==> src/rtl/seq_alu_pkg.sv <==
// Shared opcode constants, FSM state encoding and opcode helpers for seq_alu.
package seq_alu_pkg;

    localparam int unsigned OP_W = 4;

    localparam logic [OP_W-1:0] OP_ADD = 4'd0;
    localparam logic [OP_W-1:0] OP_SUB = 4'd1;
    localparam logic [OP_W-1:0] OP_AND = 4'd2;
    localparam logic [OP_W-1:0] OP_OR  = 4'd3;
    localparam logic [OP_W-1:0] OP_XOR = 4'd4;
    localparam logic [OP_W-1:0] OP_INV = 4'd5;
    localparam logic [OP_W-1:0] OP_CLR = 4'd6;
    localparam logic [OP_W-1:0] OP_SHL = 4'd7;
    localparam logic [OP_W-1:0] OP_SHR = 4'd8;
    localparam logic [OP_W-1:0] OP_MUL = 4'd9;

    typedef enum logic [1:0] {
        ST_IDLE = 2'd0,
        ST_EXEC = 2'd1,
        ST_DONE = 2'd2
    } state_t;

    // Ops that run on the multi-cycle shift/multiply datapath.
    function automatic logic is_seq_op(input logic [OP_W-1:0] op);
        return (op == OP_SHL) || (op == OP_SHR) || (op == OP_MUL);
    endfunction

endpackage

==> src/rtl/alu_comb_core.sv <==
// Single-cycle ALU ops (ADD..CLR) with carry/overflow; anything else yields zero.
module alu_comb_core
    import seq_alu_pkg::*;
#(
    parameter int unsigned WIDTH = 4
) (
    input  logic [OP_W-1:0]  op,
    input  logic [WIDTH-1:0] a,
    input  logic [WIDTH-1:0] b,
    output logic [WIDTH-1:0] res_c,
    output logic             carry_c,
    output logic             overflow_c
);

    logic [WIDTH:0] sum;
    logic [WIDTH:0] diff;

    // Result and flag selection; reserved and multi-cycle opcodes fall to CLR.
    always_comb begin
        sum        = {1'b0, a} + {1'b0, b};
        diff       = {1'b0, a} - {1'b0, b};
        res_c      = '0;
        carry_c    = 1'b0;
        overflow_c = 1'b0;
        case (op)
            OP_ADD: begin
                res_c      = sum[WIDTH-1:0];
                carry_c    = sum[WIDTH];
                overflow_c = (a[WIDTH-1] == b[WIDTH-1]) && (sum[WIDTH-1] != a[WIDTH-1]);
            end
            OP_SUB: begin
                res_c      = diff[WIDTH-1:0];
                carry_c    = diff[WIDTH];
                overflow_c = (a[WIDTH-1] != b[WIDTH-1]) && (diff[WIDTH-1] != a[WIDTH-1]);
            end
            OP_AND:  res_c = a & b;
            OP_OR:   res_c = a | b;
            OP_XOR:  res_c = a ^ b;
            OP_INV:  res_c = ~a;
            default: res_c = '0;
        endcase
    end

endmodule

==> src/rtl/seq_alu.sv <==
// Sequential ALU: single-cycle logic ops plus bit-serial shifts and shift-add multiply.
module seq_alu
    import seq_alu_pkg::*;
#(
    parameter int unsigned WIDTH = 4
) (
    input  logic             clk,
    input  logic             reset,
    input  logic             in_valid,
    output logic             in_ready,
    input  logic [OP_W-1:0]  op,
    input  logic [WIDTH-1:0] a,
    input  logic [WIDTH-1:0] b,
    output logic             out_valid,
    input  logic             out_ready,
    output logic [WIDTH-1:0] result,
    output logic             carry,
    output logic             overflow,
    output logic             zero,
    output logic             negative
);

    localparam int unsigned CNT_W = $clog2(WIDTH) + 1;

    state_t             state;
    state_t             state_nxt;
    logic               accept;
    logic [OP_W-1:0]    op_q;
    logic [CNT_W-1:0]   cnt;
    logic [CNT_W-1:0]   amt;
    logic [WIDTH-1:0]   sreg;
    logic [2*WIDTH-1:0] acc;

    logic [WIDTH-1:0]   core_res;
    logic               core_carry;
    logic               core_ovf;

    logic [WIDTH-1:0]   shl_nxt;
    logic [WIDTH-1:0]   shr_nxt;
    logic [WIDTH:0]     mul_sum;
    logic [2*WIDTH-1:0] acc_nxt;

    logic               load;
    logic [WIDTH-1:0]   fin_res;
    logic               fin_carry;
    logic               fin_ovf;

    alu_comb_core #(.WIDTH(WIDTH)) u_core (
        .op         (op),
        .a          (a),
        .b          (b),
        .res_c      (core_res),
        .carry_c    (core_carry),
        .overflow_c (core_ovf)
    );

    assign accept = in_valid && (state == ST_IDLE);

    // Shift amount saturates at WIDTH; beyond that every bit is already gone.
    always_comb begin
        amt = (b > WIDTH'(WIDTH)) ? CNT_W'(WIDTH) : CNT_W'(b);
    end

    // State register.
    always_ff @(posedge clk or posedge reset) begin
        if (reset) begin
            state <= ST_IDLE;
        end else begin
            state <= state_nxt;
        end
    end

    // Next-state logic.
    always_comb begin
        state_nxt = state;
        case (state)
            ST_IDLE: begin
                if (accept) begin
                    if (!is_seq_op(op)) begin
                        state_nxt = ST_DONE;
                    end else if ((op != OP_MUL) && (amt == '0)) begin
                        state_nxt = ST_DONE;
                    end else begin
                        state_nxt = ST_EXEC;
                    end
                end
            end
            ST_EXEC: begin
                if (cnt == CNT_W'(1)) begin
                    state_nxt = ST_DONE;
                end
            end
            ST_DONE: begin
                if (out_ready) begin
                    state_nxt = ST_IDLE;
                end
            end
            default: state_nxt = ST_IDLE;
        endcase
    end

    // Handshake outputs decoded from the state register.
    always_comb begin
        in_ready  = 1'b0;
        out_valid = 1'b0;
        case (state)
            ST_IDLE: in_ready  = 1'b1;
            ST_DONE: out_valid = 1'b1;
            default: ;
        endcase
    end

    // One step of the shift / shift-add multiply datapath.
    always_comb begin
        shl_nxt = {sreg[WIDTH-2:0], 1'b0};
        shr_nxt = {1'b0, sreg[WIDTH-1:1]};
        mul_sum = {1'b0, acc[2*WIDTH-1:WIDTH]} + (acc[0] ? {1'b0, sreg} : '0);
        acc_nxt = {mul_sum, acc[WIDTH-1:1]};
    end

    // Select the value and flags committed when entering DONE.
    always_comb begin
        load      = 1'b0;
        fin_res   = core_res;
        fin_carry = core_carry;
        fin_ovf   = core_ovf;
        case (state)
            ST_IDLE: begin
                if (accept) begin
                    if (!is_seq_op(op)) begin
                        load = 1'b1;
                    end else if ((op != OP_MUL) && (amt == '0)) begin
                        load      = 1'b1;
                        fin_res   = a;
                        fin_carry = 1'b0;
                        fin_ovf   = 1'b0;
                    end
                end
            end
            ST_EXEC: begin
                if (cnt == CNT_W'(1)) begin
                    load = 1'b1;
                    case (op_q)
                        OP_SHL: begin
                            fin_res   = shl_nxt;
                            fin_carry = sreg[WIDTH-1];
                            fin_ovf   = 1'b0;
                        end
                        OP_SHR: begin
                            fin_res   = shr_nxt;
                            fin_carry = sreg[0];
                            fin_ovf   = 1'b0;
                        end
                        default: begin
                            fin_res   = acc_nxt[WIDTH-1:0];
                            fin_carry = |acc_nxt[2*WIDTH-1:WIDTH];
                            fin_ovf   = |acc_nxt[2*WIDTH-1:WIDTH];
                        end
                    endcase
                end
            end
            default: ;
        endcase
    end

    // Operand capture at acceptance, then one shift/add step per EXEC cycle.
    always_ff @(posedge clk or posedge reset) begin
        if (reset) begin
            op_q <= OP_CLR;
            cnt  <= '0;
            sreg <= '0;
            acc  <= '0;
        end else if (accept) begin
            op_q <= op;
            cnt  <= (op == OP_MUL) ? CNT_W'(WIDTH) : amt;
            sreg <= a;
            acc  <= {{WIDTH{1'b0}}, b};
        end else if (state == ST_EXEC) begin
            cnt <= cnt - CNT_W'(1);
            if (op_q == OP_SHL) begin
                sreg <= shl_nxt;
            end else if (op_q == OP_SHR) begin
                sreg <= shr_nxt;
            end else begin
                acc <= acc_nxt;
            end
        end
    end

    // Result/flag registers, held untouched through DONE.
    always_ff @(posedge clk or posedge reset) begin
        if (reset) begin
            result   <= '0;
            carry    <= 1'b0;
            overflow <= 1'b0;
            zero     <= 1'b0;
            negative <= 1'b0;
        end else if (load) begin
            result   <= fin_res;
            carry    <= fin_carry;
            overflow <= fin_ovf;
            zero     <= (fin_res == '0);
            negative <= fin_res[WIDTH-1];
        end
    end

endmodule

==> config.mk <==
export PLATFORM = sky130hd
export DESIGN_NAME = seq_alu
export DESIGN_NICKNAME = d
export VERILOG_FILES = /design/src/rtl/seq_alu_pkg.sv /design/src/rtl/alu_comb_core.sv /design/src/rtl/seq_alu.sv
export SDC_FILE = /design/constraint.sdc
export NUM_CORES = 1
export LEC_CHECK = 0
export BUFFER_PORTS_ARGS = -buffer_cell sky130_fd_sc_hd__buf_4
export CAP_MARGIN = 20
export CORE_AREA = 2 2 68 70
export CTS_BUF_LIST = sky130_fd_sc_hd__clkbuf_2
export DETAILED_ROUTE_END_ITERATION = 8
export DIE_AREA = 0 0 70 72
export PLACE_DENSITY = 0.81
export SYNTH_ARGS = -nofsm -noshare
export SYNTH_HDL_FRONTEND = slang
export SYNTH_SLANG_ARGS = --single-unit
==> constraint.sdc <==
create_clock -name clk -period 2.6 [get_ports clk]
set_input_delay 0.26 -clock clk [delete_from_list [all_inputs] [get_ports clk]]
set_output_delay 0.26 -clock clk [all_outputs]
set_load 0.03 [all_outputs]
Word-level counts from Yosys, hierarchy flattened:

Index checks and enable logic that the tools add are counted.

* flip-flop bits (word level): 29
* bits of input ports: 16
* word-level logic and storage cells: 106

* $add $sub $neg: 4
* $lt $le $gt $ge: 1
* equality and inequality tests: 23
* multiplexer cells: 47
* bitwise gates (word level): 4
* reductions and logical operators: 17

Operators by type and width (count)
* $mux W4: 9
* $mux W8: 4
* $pmux W4 S6: 1
* $eq A4 B3 Y1 const B: 4
* $pmux W4 S2: 2
* $mux W1: 15
* $eq A4 B4 Y1 const B: 3
* $mux W3: 4
* $pmux W1 S2: 6
* $add A4 B4 Y5: 2
* $mux W2: 5
* $ne A2 B2 Y1 const B: 5
* $eq A4 B2 Y1 const B: 2
* $logic_not A4 Y1: 2
* $pmux W2 S3: 1
* $reduce_and A3 Y1: 2
* $sub A4 B4 Y5: 1
* $and A4 B4 Y4: 1
* $eq A4 B1 Y1 const B: 1
* $gt A4 B3 Y1 const B: 1
* $logic_and A1 B1 Y1: 4
* $ne A4 B4 Y1 const B: 1
* $not A4 Y4: 1
* $or A4 B4 Y4: 1
* 15 further kinds: 18

Depth between registers and ports, before layout:

Gate-level depths: netlist (run 1).

* depth after elaboration: 9
* gate-level depth with buffers: 9
* mapped depth without buffers: 9

Modules after synthesis:

From an unflattened synthesis (run 1), not the netlist that was laid out.

* cells, all modules: 266
* area total of the unflattened synthesis: 2334.7 um^2

Modules (own cells, without submodules)
* seq_alu: times used 1, cells each 188, area each 1717.9 um^2, seq. area each 703.2 um^2
* alu_comb_core: times used 1, cells each 78, area each 616.8 um^2, seq. area each 0.0 um^2

Least setup slack after synthesis (run 1):

No wires, ideal clock.

* path type: in2reg
* start: input port a[0]
* end: register zero
* setup time: 95 ps
* arrival time: 1844 ps
* required time: 2505 ps
* path slack: 661 ps
* stages: 9
* path buffers: 0
* path through: inv_1 -> ha_1 -> fa_1 -> mux2i_1 -> xnor2_1 -> o31ai_1 -> a221oi_1 -> nand2_1 -> o32ai_2

* longest elaborated chain between the ends: 7

RTL lines
* start, declared: line seq_alu.sv:12 `input logic [WIDTH-1:0] a,`
* $sub A4 B4 Y5, or another cell as far along: line alu_comb_core.sv:21 `diff = {1'b0, a} - {1'b0, b};`
* $pmux W4 S6: line alu_comb_core.sv:25 `case (op)`
* $mux W4: line seq_alu.sv:132 `end else if ((op != OP_MUL) && (amt == '0)) begin`
* $mux W4: line seq_alu.sv:130 `if (!is_seq_op(op)) begin`
* $mux W4: line seq_alu.sv:129 `if (accept) begin`
* $pmux W4 S2 (*): line seq_alu.sv:127 `case (state)`
* $logic_not A4 Y1 (*): line seq_alu.sv:202 `zero <= (fin_res == '0);`
* end signal, assigned: line seq_alu.sv:202
* end, declared: line seq_alu.sv:19 `output logic zero,`

Mark *: on every way between the ends. The rest lies on a longest branch, timed or not.
A chain may end at the register's enable or synchronous reset.

Worst setup path after layout (run 1):

* start: register acc[0]
* end: register carry

* longest elaborated chain between the ends: 6

RTL lines
* start, declared: line seq_alu.sv:32 `logic [2*WIDTH-1:0] acc;`
* start signal, assigned: line seq_alu.sv:177 `acc <= {{WIDTH{1'b0}}, b};`
* start signal, assigned: line seq_alu.sv:185 `acc <= acc_nxt;`
* $mux W4: line seq_alu.sv:117 `mul_sum = {1'b0, acc[2*WIDTH-1:WIDTH]} + (acc[0] ? {1'b0, sreg} : '0);`
* $add A4 B4 Y5: line seq_alu.sv:117
* $reduce_or A4 Y1: line seq_alu.sv:156 `fin_carry = |acc_nxt[2*WIDTH-1:WIDTH];`
* $pmux W1 S2: line seq_alu.sv:143 `case (op_q)`
* $mux W1: line seq_alu.sv:141 `if (cnt == CNT_W'(1)) begin`
* $pmux W1 S2: line seq_alu.sv:127
* end signal, assigned: line seq_alu.sv:200 `carry <= fin_carry;`
* end, declared: line seq_alu.sv:17 `output logic carry,`

Every way passes these cells.

==> results of run 1 <==
kinds of logic (layout without fill, tap and decap cells):
family	count (synthesis)	count (layout)	share of synthesized area (%)
flip-flops	28	28	30.1
adder cells (fa/ha/maj)	21	21	12.2
AO/OA/AOI/OAI	65	65	19.8
buffers and inverters	32	56	6.96
XOR/XNOR	6	6	2.25
AND/OR/NAND/NOR	105	105	24.8
multiplexers	9	9	3.91
final timing paths:
path / from / end / slack (ns) / cells past startpoint
min reg2reg: cnt[2] / cnt[2] / 0.50 / 1
min in group asynchronous: reset / op_q[3] / 0.46 / 4
max: acc[0] / carry / 0.33 / 9
min: b[2] / acc[2] / 0.12 / 3
max reg2reg: acc[0] / carry / 0.33 / 9
max in group asynchronous: reset / op_q[2] / 1.83 / 4
flip-flops by register name, indices dropped and copies added (netlist names):
register	flops
zero	1
carry	1
result	4
op_q	4
sreg	4
acc	8
cnt	3
overflow	1
state	2
final cells by class:
cell class / instances / area [sq um] / area share (%)
inverters: 21 / 78.8 / 3.03
flip-flops and latches: 28 / 703 / 27.0
clock inverters: 1 / 30.0 / 1.15
clock buffers: 3 / 15.0 / 0.577
well taps: 52 / 65.1 / 2.50
multi-input cells: 206 / 1470 / 56.6
repair buffers: 31 / 235 / 9.05
Yosys cell counts (2+ instances only):
library cell  count
nand2_1          41
nor2b_1           4
a221oi_1          2
nor3_1            2
buf_2             2
a221o_1           2
nand2b_1          3
dfrtp_1          26
nand4b_1          2
a211oi_1          3
nand3_1          10
a31oi_1           6
dfstp_2           2
and2_1            3
xnor2_1           5
buf_6             3
o21ai_0          11
fa_1              3
o22ai_1           2
a21o_1            4
buf_4             2
o32ai_1           2
clkbuf_1          3
inv_1            21
nor2_1           19
mux2i_1           8
a21oi_1          14
ha_1             18
nor4bb_1          4
report_power, final:
group	internal, mW	total (mW)	switching [mW]	leakage [nW]
sequential	0.635	0.824	0.189	0.343
clock	0.132	0.262	0.129	0.0266
combinational	0.480	1.15	0.673	0.854
placed cells by master (no fill, tap or decap), drive strengths merged, types with 2 or more instances in the layout:
cell and n:
fa 3, nand3 10, xnor2 5, dfstp 2, a32oi 2, and2 5, mux2i 8, nand4b 2
nor4 2, a211oi 3, buf 30, nor4bb 4, nor2b 4, nor3 3, nand2 41, nor2 20
o32ai 3, nor4b 2, inv 21, nand2b 3, a21oi 14, ha 18, clkbuf 3, a221o 2
a21o 5, a31oi 6, a221oi 2, o22ai 2, dfrtp 26, o21ai 12
stage by stage:
stage,setup slack [ns],cells,utilization [%]
5_1_grt,0.165,342,61.0
3_3_place_gp,0.332,337,59.7
6_report,0.330,342,61.0
4_1_cts,0.354,342,61.0
2_1_floorplan,0.661,266,-
3_5_place_dp,0.285,337,59.7
worst min-delay path: stages:
cell	delay, ns
buf_4	0.10
nand2_1	0.04
o21ai_0	0.06
layer usage:
metal  up-vias  wire (microns)
met2        65            2640
met1       963            2510
met3         4             324
li1       1002               -
met5         -               0
met4         0              49
==> reports/results.ini, run 1 <==
[route]
viasPerCell=5.95
vias=2034
drt_wl_total_microns=5520
antenna_left=0
first_pass_iters=4
drc_errors=0
wire_per_inst_microns=16.1
drt-initial-drc-count=156

[clock_tree]
postCtsSetupRepairBufs=0
clk_latency_ns=0.37
clk_pin_slew_ns=0.26
cts_hold_buf=1
numCtsBuffers=3
clock_sinks=28
cts_tree=yes
cts_max_path_buffers=2
ctsResizeCount=0
htreeDepth=1
cts_root_buf=clkbuf_2

[place]
place.port_buffers=25
gp_congestion=0.972
placed_area_sq_um=2540
post-dp-hpwl_microns=4320

[global_routing]
overflow=0
grt_use_met2_pct=38.9
grt_max_degree=29
track_usage_pct=23.6
antenna_found_initial=0
busiest_layer=met2
grt_util_met1_pct=33.6
grt_pass1_vias=1888
use_met3_pct=3.47
grt_first_pass_wirelength_microns=9490

[synthesis]
synth_area_sq_um=2340
synth_flop_cell=dfrtp_1
synth_top_cell_by_area=dfrtp_1
ys_warn_count=0
syn_nets=303
yosys.area.top_type_share_pct=27.8
synthDistinctLibCells=68
synth-seq-cells=28
synth.top_cells.by_area=dfrtp_1 28%, ha_1 9.6%, nand2_1 6.6%, mux2i_1 3.4%, inv_1 3.4%
synth_edf_count=0
async_flop_share_pct=100
syn-instance-count=266
postSynthAreaPerCell_sq_um=8.79
synth_seq_area_share_pct=30.1

[final_layout]
fillers=375
antenna_cells=0
final_nets=328
drive_gt1_share_pct=17.6
area_delta_synth_final_pct=11.2
fin_area_sq_um=2600

[sta]
fin_crit_ns=2.27
rsz0062_at_grt=false
finalClockSkew_ns=0.0103
period_share_pct=87.3
fmax_mhz=440
timing.setup.tns_ns=0
slew_violations=0
slew_headroom_pct=60.5
setup_viol=0
worst_pin_slew_ns=0.589
timing.hold.ws_ns=0.121
hold_violations=0

[floorplanning]
row_count=24
die_area_sq_um=5040
io_pins=26
initial_utilization_pct=54.8
core-area_sq_um=4260
die_x_microns=70
die_h_microns=72

[worst_setup_path]
worstPathCellList=and2_1, ha_1, inv_1, fa_1, xor2_1, nand2_1, o311ai_0, buf_4, a31oi_1
crit_path_max_incr_delay_ns=0.46
cp.arrival_ns=2.54
path_max_fanout=5
path_class=reg2reg
critPathLaunchType=flip-flop
critPathCaptureType=flip-flop
worstPathRequired_ns=2.87
critical_path_buf_inv_count=2
cpLargestDelayFamily=adder cells
slowest_stage=dfrtp_1

[flow_run]
maxCapViolCount=0

[run_status]
status=completed

[pwr]
ir_worst_vdd_mv=0.448
fin_total_pwr_mw=2.24
leakage_nw=1.22
p_per_area_nw_per_um2=861

[min_path]
hp-class=in2reg

Note: power is estimated with default switching activity, not from simulation.
==> run 2, diff against run 1 <==
==> constraint.sdc (replaced) <==
create_clock -name clk -period 2.6 [get_ports clk]
set_input_delay 0.26 -clock clk [delete_from_list [all_inputs] [get_ports clk]]
set_output_delay 0.26 -clock clk [all_outputs]
set_load 0.1 [all_outputs]
==> run 2 against run 1 <==
  * Worst hold slack got worse by 0.0097 ns
  * Largest power group unchanged
  * Non-clock buffer count increased by 1
  * Design area increased by 0.39%
  * Fmax increased by 2.4%
  * Global-route usage decreased by 0.94 points
  * Setup slack improved by 0.054 ns
  * Clock power increased by 2%
  * Count of clock-buffer cells in the layout unchanged
==> reports/results.ini, run 2 (synthesis results as in run 1) <==
[route]
drt_wl_total_microns=5580
drt-initial-drc-count=141
antenna_left=0
vias=2091
first_pass_iters=7
wire_per_inst_microns=16.3
viasPerCell=6.10
drc_errors=0

[sta]
rsz0062_at_grt=false
slew_headroom_pct=60.2
setup_viol=0
timing.setup.tns_ns=0
fmax_mhz=451
worst_pin_slew_ns=0.595
timing.hold.ws_ns=0.112
slew_violations=0
finalClockSkew_ns=0.00919
fin_crit_ns=2.22
hold_violations=0
period_share_pct=85.2
setup_ws_ns=0.384

[pwr]
ir_worst_vdd_mv=0.457
p_per_area_nw_per_um2=1020
leakage_nw=1.23
fin_total_pwr_mw=2.65

[worst_setup_path]
slowest_stage=nor4b_4
r2r_cells=6
path_class=reg2reg
crit_path_max_incr_delay_ns=0.60
worstSetupPathDepth=6
worstPathCellList=nor4b_4, nor2_2, a221o_1, a32oi_2, nand3_1, o32ai_2
worstPathRequired_ns=2.92
regToRegEndpoint=zero
r2r-start=op_q[0]
critPathCaptureType=flip-flop
r2r_slack_ns=0.38
critPathLaunchType=flip-flop
cpLargestDelayFamily=simple AND/OR/NAND/NOR gates
path_max_fanout=9
cp.arrival_ns=2.53
critical_path_buf_inv_count=0

[clock_tree]
numCtsBuffers=3
cts_root_buf=clkbuf_2
clk_pin_slew_ns=0.27
cts_max_path_buffers=2
postCtsSetupRepairBufs=0
cts_hold_buf=1
clock_sinks=28
ctsResizeCount=0
cts_tree=yes
clk_latency_ns=0.38
htreeDepth=1

[final_layout]
final_nets=329
drive_gt1_share_pct=18.2
antenna_cells=0
multi_input_comb_area_sq_um=1480
instances_no_fill=343
max_flop_register=acc
seq_area_sq_um=703
most-common-layout-cells=41 x nand2_1, 31 x buf_4, 26 x dfrtp_1
fin_area_sq_um=2610
fillers=363
largest_register_ffs=8
final_common_cell=nand2_1
area_delta_synth_final_pct=11.6
final_core_util_pct=61.2

[flow_run]
maxCapViolCount=0

[global_routing]
grt_pass1_vias=1975
track_usage_pct=22.7
grt_first_pass_wirelength_microns=9160
overflow=0
antenna_found_initial=0
grt_max_degree=29

[floorplanning]
die_h_microns=72
row_count=24
io_pins=26
initial_utilization_pct=54.8
core-area_sq_um=4260
die_x_microns=70
die_area_sq_um=5040

[min_path]
hp-start=out_ready
hp-class=in2reg
holdPathEnd=state[1]
holdPathStages=3

[run_status]
status=completed

[place]
post-dp-hpwl_microns=4210
dp_cells=338
placed_area_sq_um=2550
place.port_buffers=25
gp_congestion=0.947
post-place-ws_ns=0.331

run 2: changes by cell type in the layout (fill, tap and decap cells not counted), sizes merged:
| cell | delta |
|---|---|
| buf | +1 |
run 2: how the worst max path moves through the flow:
| stage | start | end | slack, ns |
|---|---|---|---|
| global placement | a[0] | zero | 0.40 |
| finish | op_q[0] | zero | 0.38 |
| detailed placement | a[0] | zero | 0.33 |
| global route | acc[0] | overflow | 0.29 |
| floorplan | state[0] | result[3] | 0.28 |
| CTS | op_q[0] | zero | 0.42 |
run 2: worst register-to-register path, cell delays in order (launching register included):
cell	delay [ns]
dfrtp_1	0.50
nor4b_4	0.60
nor2_2	0.11
a221o_1	0.35
a32oi_2	0.21
nand3_1	0.13
o32ai_2	0.27
run 2: power by group:
part           leakage, nW  switching [mW]  internal (mW)
clock               0.0266           0.135          0.132
combinational        0.860            1.07          0.490
sequential           0.343           0.190          0.635
run 2: area by class of cell:
class                      instances  share of cell area [%]
clock buffer                       3                   0.575
clock inverter                     1                    1.15
inverter                          21                    3.02
multi-input combinational        206                    56.5
sequential                        28                    26.9
tap                               52                    2.49
timing repair buffer              32                    9.30
run 2: metal layers:
metal,routed length [microns],GRT usage [%],vias up
met5,0,0,-
met4,169,6.84,0
met3,340,4.31,23
met2,2610,39.3,93
met1,2470,29.1,974
li1,-,-,1001
==> run 3, diff against run 2 <==
--- a/config.mk
+++ b/config.mk
@@ -11,7 +11,8 @@
 export CTS_BUF_LIST = sky130_fd_sc_hd__clkbuf_2
 export DETAILED_ROUTE_END_ITERATION = 8
 export DIE_AREA = 0 0 70 72
-export PLACE_DENSITY = 0.81
+export GPL_TIMING_DRIVEN = 0
+export PLACE_DENSITY = 0.8
 export SYNTH_ARGS = -nofsm -noshare
 export SYNTH_HDL_FRONTEND = slang
 export SYNTH_SLANG_ARGS = --single-unit
==> run 3 against run 2 <==
  * Register-to-register slack worse by 0.17 ns
  * Utilization up 1.4 points
  * Power up 0.51%
  * Largest cell class unchanged
==> reports/results.ini, run 3 (synthesis results as in run 1) <==
[worst_setup_path]
r2r_slack_ns=0.21
crit_path_max_incr_delay_ns=0.59
cp.arrival_ns=2.68
startpoint=acc[0]
r2r_cells=8
regToRegEndpoint=overflow
slowest_stage=o311ai_0
worstPathRequired_ns=2.89
path_max_fanout=5
worstPathCellList=and2_1, ha_1, inv_1, fa_1, xor2_1, nand2_1, o311ai_0, o211ai_1
cpLargestDelayFamily=compound AO/OA/AOI/OAI gates
critical_path_buf_inv_count=1
critPathLaunchType=flip-flop
r2r-start=acc[0]
critPathCaptureType=flip-flop
path_class=reg2reg

[sta]
fmax_mhz=419
timing.setup.tns_ns=0
setup_ws_ns=0.212
rsz0062_at_grt=false
timing.hold.ws_ns=0.101
fin_crit_ns=2.39
worst_pin_slew_ns=0.688
finalClockSkew_ns=0.0308
setup_viol=0
hold_violations=0
slew_headroom_pct=53.5
period_share_pct=91.9
slew_violations=0

[clock_tree]
cts_max_path_buffers=2
postCtsSetupRepairBufs=0
cts_hold_buf=0
ctsResizeCount=0
htreeDepth=1
clock_sinks=28
clk_pin_slew_ns=0.29
numCtsBuffers=3
cts_tree=yes
cts_root_buf=clkbuf_2
clk_latency_ns=0.39

[route]
wire_per_inst_microns=16.2
viasPerCell=6.02
vias=2094
antenna_left=0
first_pass_iters=6
drc_errors=0
drt_wl_total_microns=5640
drt-initial-drc-count=140

[pwr]
p_sw_mw=1.40
power_frac_clock_pct=10.1
swShare_pct=52.6
leakage_nw=1.26
seqPwrFrac_pct=31.0
p_per_area_nw_per_um2=999
power.internal_mw=1.26
combPwrFrac_pct=58.9
ir_worst_vdd_mv=0.487
fin_total_pwr_mw=2.67

[place]
place.port_buffers=24
post-dp-hpwl_microns=4360
post-place-ws_ns=0.268
gp_congestion=0.998

[floorplanning]
die_h_microns=72
die_x_microns=70
core-area_sq_um=4260
die_area_sq_um=5040
initial_utilization_pct=54.8
row_count=24
io_pins=26

[final_layout]
final_nets=334
most-common-layout-cells=41 x nand2_1, 26 x buf_4, 26 x dfrtp_1
largest_register_ffs=8
max_flop_register=acc
drive_gt1_share_pct=18.6
final_common_cell=nand2_1
area_delta_synth_final_pct=14.1
antenna_cells=0

[global_routing]
grt_max_degree=29
overflow=0
track_usage_pct=22.5
grt_pass1_vias=1955
grt_first_pass_wirelength_microns=9160
antenna_found_initial=0

[min_path]
holdPathEnd=state[1]
hp-class=in2reg
holdPathStages=3
hp-start=out_ready

[run_status]
status=completed

[flow_run]
maxCapViolCount=0

==> run 3: cell count changes in the layout (fill, tap and decap cells not counted), sizes merged <==
| cell | delta |
|---|---|
| buf | +1 |
| clkbuf | +4 |
==> run 3: worst max path at each step <==
stage                     cells after the start   endpoint
final                                         8   overflow
after global routing                          8   overflow
after CTS                                     8   overflow
after detailed placement                      8   overflow
after global placement                        8   overflow
after floorplan                               4  result[3]
==> run 3: metrics by stage <==
step / cells / utilization, % / area (sq um)
after floorplan: 266 / - / 2340
after global routing: 348 / 62.6 / 2670
after CTS: 346 / 61.7 / 2630
after detailed placement: 342 / 60.7 / 2590
final: 348 / 62.6 / 2670
after global placement: 342 / 60.7 / 2590
==> run 3: final cells by class <==
class                   instances  area [sq um]
multi-input cells             206          1480
repair buffers                 26           218
clock inverters                 1          30.0
flip-flops and latches         28           703
well taps                      52          65.1
fillers                       377          1600
inverters                      21          78.8
plain buffers                  11          83.8
clock buffers                   3          15.0
==> run 3: power groups by stage <==
stage	registers (mW)	logic, mW	clock network, mW
2_1_floorplan	1.16	0.871	0
3_3_place_gp	0.823	1.53	0
3_5_place_dp	0.832	1.56	0
4_1_cts	0.822	1.57	0.273
5_1_grt	0.856	1.69	0.293
6_report	0.827	1.57	0.270
==> run 3: tightest hold or removal path, cell delays in order <==
cell and delay (ns):
buf_4 0.08, inv_1 0.03, a21o_1 0.14
==> run 3: layer usage <==
layer,vias up,routed length [microns],share of wire [%],GRT usage [%]
li1,1010,-,-,-
met1,993,2530,45,29.7
met2,83,2790,50,40.2
met3,8,281,5.0,3.61
met4,0,30,0.53,3.21
met5,-,0,0,0
